File: config.mk
export PLATFORM = sky130hd
export DESIGN_NAME = fpu_result_gate
export DESIGN_NICKNAME = d
export VERILOG_FILES = /design/src/rtl/pa_rvfpm_pkg.sv /design/src/rtl/xif_sync_fifo.sv /design/src/rtl/fpu_result_gate.sv
export SDC_FILE = /design/constraint.sdc
export NUM_CORES = 1
export LEC_CHECK = 0
export ABC_AREA = 1
export CAP_MARGIN = 40
export CORE_UTILIZATION = 52
export CTS_CLUSTER_SIZE = 10
export DETAILED_ROUTE_END_ITERATION = 10
export GPL_ROUTABILITY_DRIVEN = 0
export PLACE_DENSITY_LB_ADDON = 0.12
export SLEW_MARGIN = 30
export SYNTH_ARGS = -nofsm -noshare
export SYNTH_HDL_FRONTEND = slang
export SYNTH_SLANG_ARGS = --single-unit
File: constraint.sdc
create_clock -name ck -period 4.17 [get_ports ck]
set_input_delay 0.834 -clock ck [delete_from_list [all_inputs] [get_ports ck]]
set_output_delay 0.834 -clock ck [all_outputs]
set_load 0.05 [all_outputs]
File: src/rtl/pa_rvfpm_pkg.sv
// Shared FPU/XIF types: result and commit packets plus the per-id commit state
// used by the result gate.
package pa_rvfpm;

   localparam int unsigned XIF_ID_WIDTH = 4;
   localparam int unsigned XIF_FLEN     = 32;

   typedef struct packed {
      logic [XIF_ID_WIDTH-1:0] id;
      logic [XIF_FLEN-1:0]     data;
      logic [4:0]              rd;
      logic                    we;
      logic [2:0]              ecswe;
      logic [5:0]              ecsdata;
      logic                    exc;
      logic [5:0]              exccode;
      logic                    err;
      logic                    dbg;
   } x_result_t;

   typedef struct packed {
      logic [XIF_ID_WIDTH-1:0] id;
      logic                    commit_kill;
   } x_commit_t;

   typedef enum logic [1:0] {
      PEND = 2'b00,
      CMT  = 2'b01,
      KILL = 2'b10
   } commit_state_e;

endpackage

File: src/rtl/xif_sync_fifo.sv
// In-order synchronous FIFO, type-parameterised; head is visible on dout while
// not empty. Occupancy is a registered count, so full/empty never look ahead.
module xif_sync_fifo #(
   parameter type         T     = logic,
   parameter int unsigned DEPTH = 4
) (
   input  logic                     ck,
   input  logic                     rst,
   input  logic                     push,
   input  T                         din,
   input  logic                     pop,
   output T                         dout,
   output logic                     full,
   output logic                     empty,
   output logic [$clog2(DEPTH):0]   count
);

   localparam int unsigned AW = $clog2(DEPTH);
   localparam int unsigned CW = AW + 1;

   T             mem [DEPTH];
   logic [AW-1:0] wr_ptr;
   logic [AW-1:0] rd_ptr;
   logic          do_push;
   logic          do_pop;

   assign full    = (count == CW'(DEPTH));
   assign empty   = (count == '0);
   assign do_push = push && !full;
   assign do_pop  = pop && !empty;
   assign dout    = mem[rd_ptr];

   always_ff @(posedge ck or negedge rst) begin
      if (!rst) begin
         wr_ptr <= '0;
         rd_ptr <= '0;
         count  <= '0;
      end else begin
         if (do_push) wr_ptr <= wr_ptr + 1'b1;
         if (do_pop)  rd_ptr <= rd_ptr + 1'b1;
         case ({do_push, do_pop})
            2'b10:   count <= count + 1'b1;
            2'b01:   count <= count - 1'b1;
            default: ;
         endcase
      end
   end

   // Storage carries no reset; validity is tracked entirely by count.
   always_ff @(posedge ck) begin
      if (do_push) mem[wr_ptr] <= din;
   end

endmodule

File: src/rtl/fpu_result_gate.sv
// Holds FPU results in order and releases each to the core only once its id is
// committed; killed ids are popped and dropped with a one-cycle drop_pulse.
module fpu_result_gate
   import pa_rvfpm::*;
#(
   parameter int unsigned X_ID_WIDTH = XIF_ID_WIDTH,
   parameter int unsigned FLEN       = XIF_FLEN,
   parameter int unsigned DEPTH      = 4
) (
   input  logic                   ck,
   input  logic                   rst,
   input  logic                   s_result_valid,
   output logic                   s_result_ready,
   input  x_result_t              s_result,
   input  logic                   commit_valid,
   input  x_commit_t              commit,
   output logic                   result_valid,
   input  logic                   result_ready,
   output x_result_t              result,
   output logic [$clog2(DEPTH):0] count,
   output logic                   drop_pulse
);

   localparam int unsigned NUM_IDS = 2 ** X_ID_WIDTH;

   if (X_ID_WIDTH != XIF_ID_WIDTH || FLEN != XIF_FLEN) begin : g_bad_cfg
      $error("fpu_result_gate: X_ID_WIDTH/FLEN must match the pa_rvfpm packet types");
   end

   x_result_t     head;
   logic          full;
   logic          empty;
   logic          pop;
   commit_state_e tbl [NUM_IDS];
   commit_state_e head_state;

   xif_sync_fifo #(
      .T     (x_result_t),
      .DEPTH (DEPTH)
   ) u_fifo (
      .ck    (ck),
      .rst   (rst),
      .push  (s_result_valid),
      .din   (s_result),
      .pop   (pop),
      .dout  (head),
      .full  (full),
      .empty (empty),
      .count (count)
   );

   assign s_result_ready = !full;
   assign head_state     = tbl[head.id];

   always_comb begin
      result_valid = 1'b0;
      drop_pulse   = 1'b0;
      pop          = 1'b0;
      if (!empty) begin
         case (head_state)
            CMT: begin
               result_valid = 1'b1;
               pop          = result_ready;
            end
            KILL: begin
               drop_pulse = 1'b1;
               pop        = 1'b1;
            end
            default: ;
         endcase
      end
   end

   assign result = result_valid ? head : '0;

   // Commit write is applied last so it wins over the pop clear on the same id.
   always_ff @(posedge ck or negedge rst) begin
      if (!rst) begin
         for (int i = 0; i < NUM_IDS; i++) tbl[i] <= PEND;
      end else begin
         if (pop) tbl[head.id] <= PEND;
         if (commit_valid) tbl[commit.id] <= commit.commit_kill ? KILL : CMT;
      end
   end

endmodule

==> flow_metrics.env <==
export IMPL_net_switching_uw=5890
export IMPL_row_count=54
export IMPL_stdcell_area_sq_um=14900
export IMPL_critical_path_max_fanout=27
export IMPL_finalSetupTns_ns=0
export IMPL_power_share_sequential_pct=29.3
export IMPL_final_max_slew_viol_count=0
export IMPL_clkPwrFrac_pct=18.9
export IMPL_postSynthNetCount=1148
export IMPL_initial_core_util_pct=53.4
export IMPL_mapped_area_sq_um=11800
export IMPL_global_route_usage_total_pct=22.9
export IMPL_layout_common_cells="274 x sky130_fd_sc_hd__nor2_1, 240 x sky130_fd_sc_hd__edfxtp_1, 121 x sky130_fd_sc_hd__nand2_1"
export IMPL_fmax_achieved_mhz=247
export IMPL_die_h_um=152
export IMPL_reg2reg_from="u_fifo.rd_ptr[0]"
export IMPL_critical_path_buf_inv_count=7
export IMPL_power_per_cell_area_nw_per_um2=917
export IMPL_areaGrowthSynthToFinish_pct=26.5
export IMPL_internal_power_uw=7740
export IMPL_vias_in_the_first_global_route=8199
export IMPL_globalRoute_totalOverflow=0
export IMPL_post_synthesis_sequential_area_ratio_pct=69.6
export IMPL_first_pass_grt_wire_length_mm=41.6
export IMPL_synth_area_per_cell_sq_um=11.0
export IMPL_status="finished, violations left"
export IMPL_nNetsFinal=1295
export IMPL_postCtsHoldBufs=0
export IMPL_postLayoutCoreUtil_pct=67.5
export IMPL_design_portCount=136
export IMPL_clock_sinks=279
export IMPL_power_share_combinational_pct=51.7
export IMPL_drcViolationCount=8
export IMPL_hold_viol_final=0
export IMPL_critical_path_reg2reg_endpoint="u_fifo.count[1]"
export IMPL_final_period_minus_worst_setup_slack_ns=4.04
export IMPL_timing_final_crit_share_pct=97.0
export IMPL_synthCells=1070
export IMPL_critical_path_startpoint_category="flip-flop"
export IMPL_worst_endpoint_arrival_ns=3.21
export IMPL_synth_ff_latch_count=279
export IMPL_area_of_the_core_sq_um=22000
export IMPL_die_area_sq_um=23200
export IMPL_power_static_leakage_uw=0.00550
export IMPL_violations="DRC"
export IMPL_detail_route_vias_per_cell=5.31
export IMPL_cts_made_buffers=34
export IMPL_cp_cell_sequence="buf_4 -> nand2_1 -> nand2_1 -> nand2_2 -> clkinvlp_2 -> nand2_1 -> nand2_1 -> nand2_1 -> nand2_1 -> inv_2 -> nand2_1 -> ha_1 -> inv_1 -> nor2_4 -> inv_8 -> buf_12 -> a21oi_1 -> buf_4"
export IMPL_finalPower_uw=13600
export IMPL_cts_root_buf="sky130_fd_sc_hd__clkbuf_16"
export IMPL_hp_class="primary input to asynchronous set/reset pin"
export IMPL_worstMarginPinSlew_ns=0.847
export IMPL_worst_path_dominant_cell_family="buffers and inverters"
export IMPL_clk_latency_ns=0.50
export IMPL_antenna_found_initial=0
export IMPL_synth_cell_types=32
export IMPL_timing_critical_path_slowest_cell_delay_ns=0.53
export IMPL_largest_voltage_drop_on_the_vdd_net_mv=0.578
export IMPL_die_span_in_x_um=152
export IMPL_cp_common_cell="sky130_fd_sc_hd__nand2_1"
export IMPL_avgRoutedWirePerCell_um=17.3
export IMPL_antenna_cells=0
export IMPL_post_route_cells_drive_above_1_share_pct=15.8
export IMPL_setup_reg_to_reg_worst_slack_ns=0.69
export IMPL_num_vias=8045
export IMPL_detailed_place_area_sq_um=13700
export IMPL_worst_clock_skew_ns=0.0105
export IMPL_drtPass1Iterations=8
export IMPL_ctsLongestPathBuffers=3
export IMPL_dr_first_iter_drc_count=621
export IMPL_fin_hold_ws_ns=0.260
export IMPL_crit_slowest_cell="sky130_fd_sc_hd__dfrtp_4"
export IMPL_synth_yosys_warnings=0
export IMPL_cts_clk_slew_worst_paths_ns=0.06
export IMPL_worst_endpoint_required_ns=3.34
export IMPL_detail_route_antenna_nets=0
export IMPL_finalWirelength_mm=26.2
export IMPL_slew_headroom_pct=43.5
export IMPL_hpwl_mm=15.2
export IMPL_leading_cell_type_in_the_layout_fill_and_taps_excluded="sky130_fd_sc_hd__nor2_1"
export IMPL_worstSetupPathType="flip-flop to primary output"
export IMPL_power_switching_fraction_pct=43.2
export IMPL_cts_htree_levels=2
export IMPL_buffer_ports_inserted=135
export IMPL_worstRegToRegCells=17
export IMPL_grt_max_degree=75
export IMPL_maxCapViolCount=0
export IMPL_cts_tree="yes"
export IMPL_kind_of_capture_point_of_the_worst_setup_path="primary output"
export IMPL_timing_final_setup_violations=0
-- sequential cells by signal, summed over array words and instances, names as in the netlist --
name	flops
tbl	32
u_fifo.count	3
u_fifo.mem	240
u_fifo.rd_ptr	2
u_fifo.wr_ptr	2
-- power by group through the flow --
stage                     logic [uW]  registers, uW  clock network, uW
after floorplan                 4420           4040                  0
after global placement          6730           4030                  0
after detailed placement        6800           4040                  0
after CTS                       6970           4000               2620
after global routing            7610           4050               2730
final                           7050           4000               2580
-- per-layer routing --
layer,GRT usage (%),up-vias,wire length [um]
met5,0,-,0
li1,-,3940,-
met4,6.80,0,515
met3,4.98,45,1550
met2,39.5,216,13000
met1,29.2,3844,11200
-- cells by family (layout without fill, tap and decap cells) --
group	Yosys count	after routing	synth area share, %
muxes	1	1	0.0958
adders and majority gates	8	8	0.915
and+or+nand+nor	460	460	15.9
DFF	279	279	69.6
buffers and inverters	109	274	4.20
xor gates and xnor gates	5	5	0.373
AOI/OAI and AO/OA	208	208	8.92
-- layout make-up --
type                       count  area [sq um]
sequential                   279          8190
fill                        1678          7160
multi-input combinational    682          3220
timing repair buffer         164          1910
clock buffer                  52           938
tap                          280           350
inverter                      55           225
clock inverter                 2          25.0
timing repair inverter         1          5.00
-- cell usage after synthesis --
cell type	instances	area (sq um)
sky130_fd_sc_hd__inv_6	1	8.76
sky130_fd_sc_hd__a21oi_1	74	370
sky130_fd_sc_hd__nand4_1	1	6.26
sky130_fd_sc_hd__nand3b_1	7	52.6
sky130_fd_sc_hd__buf_1	5	18.8
sky130_fd_sc_hd__inv_1	44	165
sky130_fd_sc_hd__nor2_2	9	56.3
sky130_fd_sc_hd__nand3_1	27	135
sky130_fd_sc_hd__nand2_2	5	31.3
sky130_fd_sc_hd__xnor2_1	2	17.5
sky130_fd_sc_hd__o21ai_2	1	8.76
sky130_fd_sc_hd__inv_2	8	30.0
sky130_fd_sc_hd__clkinv_1	1	3.75
sky130_fd_sc_hd__dfrtp_1	39	976
sky130_fd_sc_hd__clkbuf_1	23	86.3
sky130_fd_sc_hd__buf_4	8	60.1
sky130_fd_sc_hd__nor3_1	6	30.0
sky130_fd_sc_hd__nor2_1	279	1050
sky130_fd_sc_hd__inv_4	1	6.26
sky130_fd_sc_hd__o21ai_0	116	581
sky130_fd_sc_hd__nand3_2	1	10.0
sky130_fd_sc_hd__buf_2	14	70.1
sky130_fd_sc_hd__edfxtp_1	240	7210
sky130_fd_sc_hd__ha_1	7	87.6
sky130_fd_sc_hd__nand3_4	2	35.0
sky130_fd_sc_hd__o22ai_1	3	18.8
sky130_fd_sc_hd__mux2_2	1	11.3
sky130_fd_sc_hd__buf_6	4	45.0
sky130_fd_sc_hd__fa_1	1	20.0
sky130_fd_sc_hd__nand2_1	123	462
sky130_fd_sc_hd__xor2_1	3	26.3
sky130_fd_sc_hd__o21ai_1	14	70.1
-- worst max-delay path by stage --
stage / start / to / slack (ns) / cells past startpoint
floorplan: u_fifo.count[0] / u_fifo.mem[0][0] / -0.33 / 4
global placement: u_fifo.rd_ptr[0] / result[2] / 0.23 / 19
detailed placement: u_fifo.rd_ptr[0] / result[2] / 0.20 / 19
CTS: u_fifo.rd_ptr[0] / result[4] / 0.03 / 19
global route: u_fifo.rd_ptr[0] / result[23] / -0.02 / 18
finish: u_fifo.rd_ptr[0] / result[4] / 0.13 / 18
-- through the flow --
step | setup WS (ns) | cells
2_1_floorplan | -0.330 | 1070
3_3_place_gp | 0.234 | 1452
3_5_place_dp | 0.195 | 1453
4_1_cts | 0.0252 | 1509
5_1_grt | -0.0195 | 1515
6_report | 0.125 | 1515
-- what timing repair did --
item / in CTS / in global routing
cloned: 0 / 1
pin swaps: 1 / 3
resized for setup: 19 / 12
setup buffers: 2 / 5
endpoints found under the setup margin: 50 / 56
No activity file was read; power rests on OpenSTA's default activity.
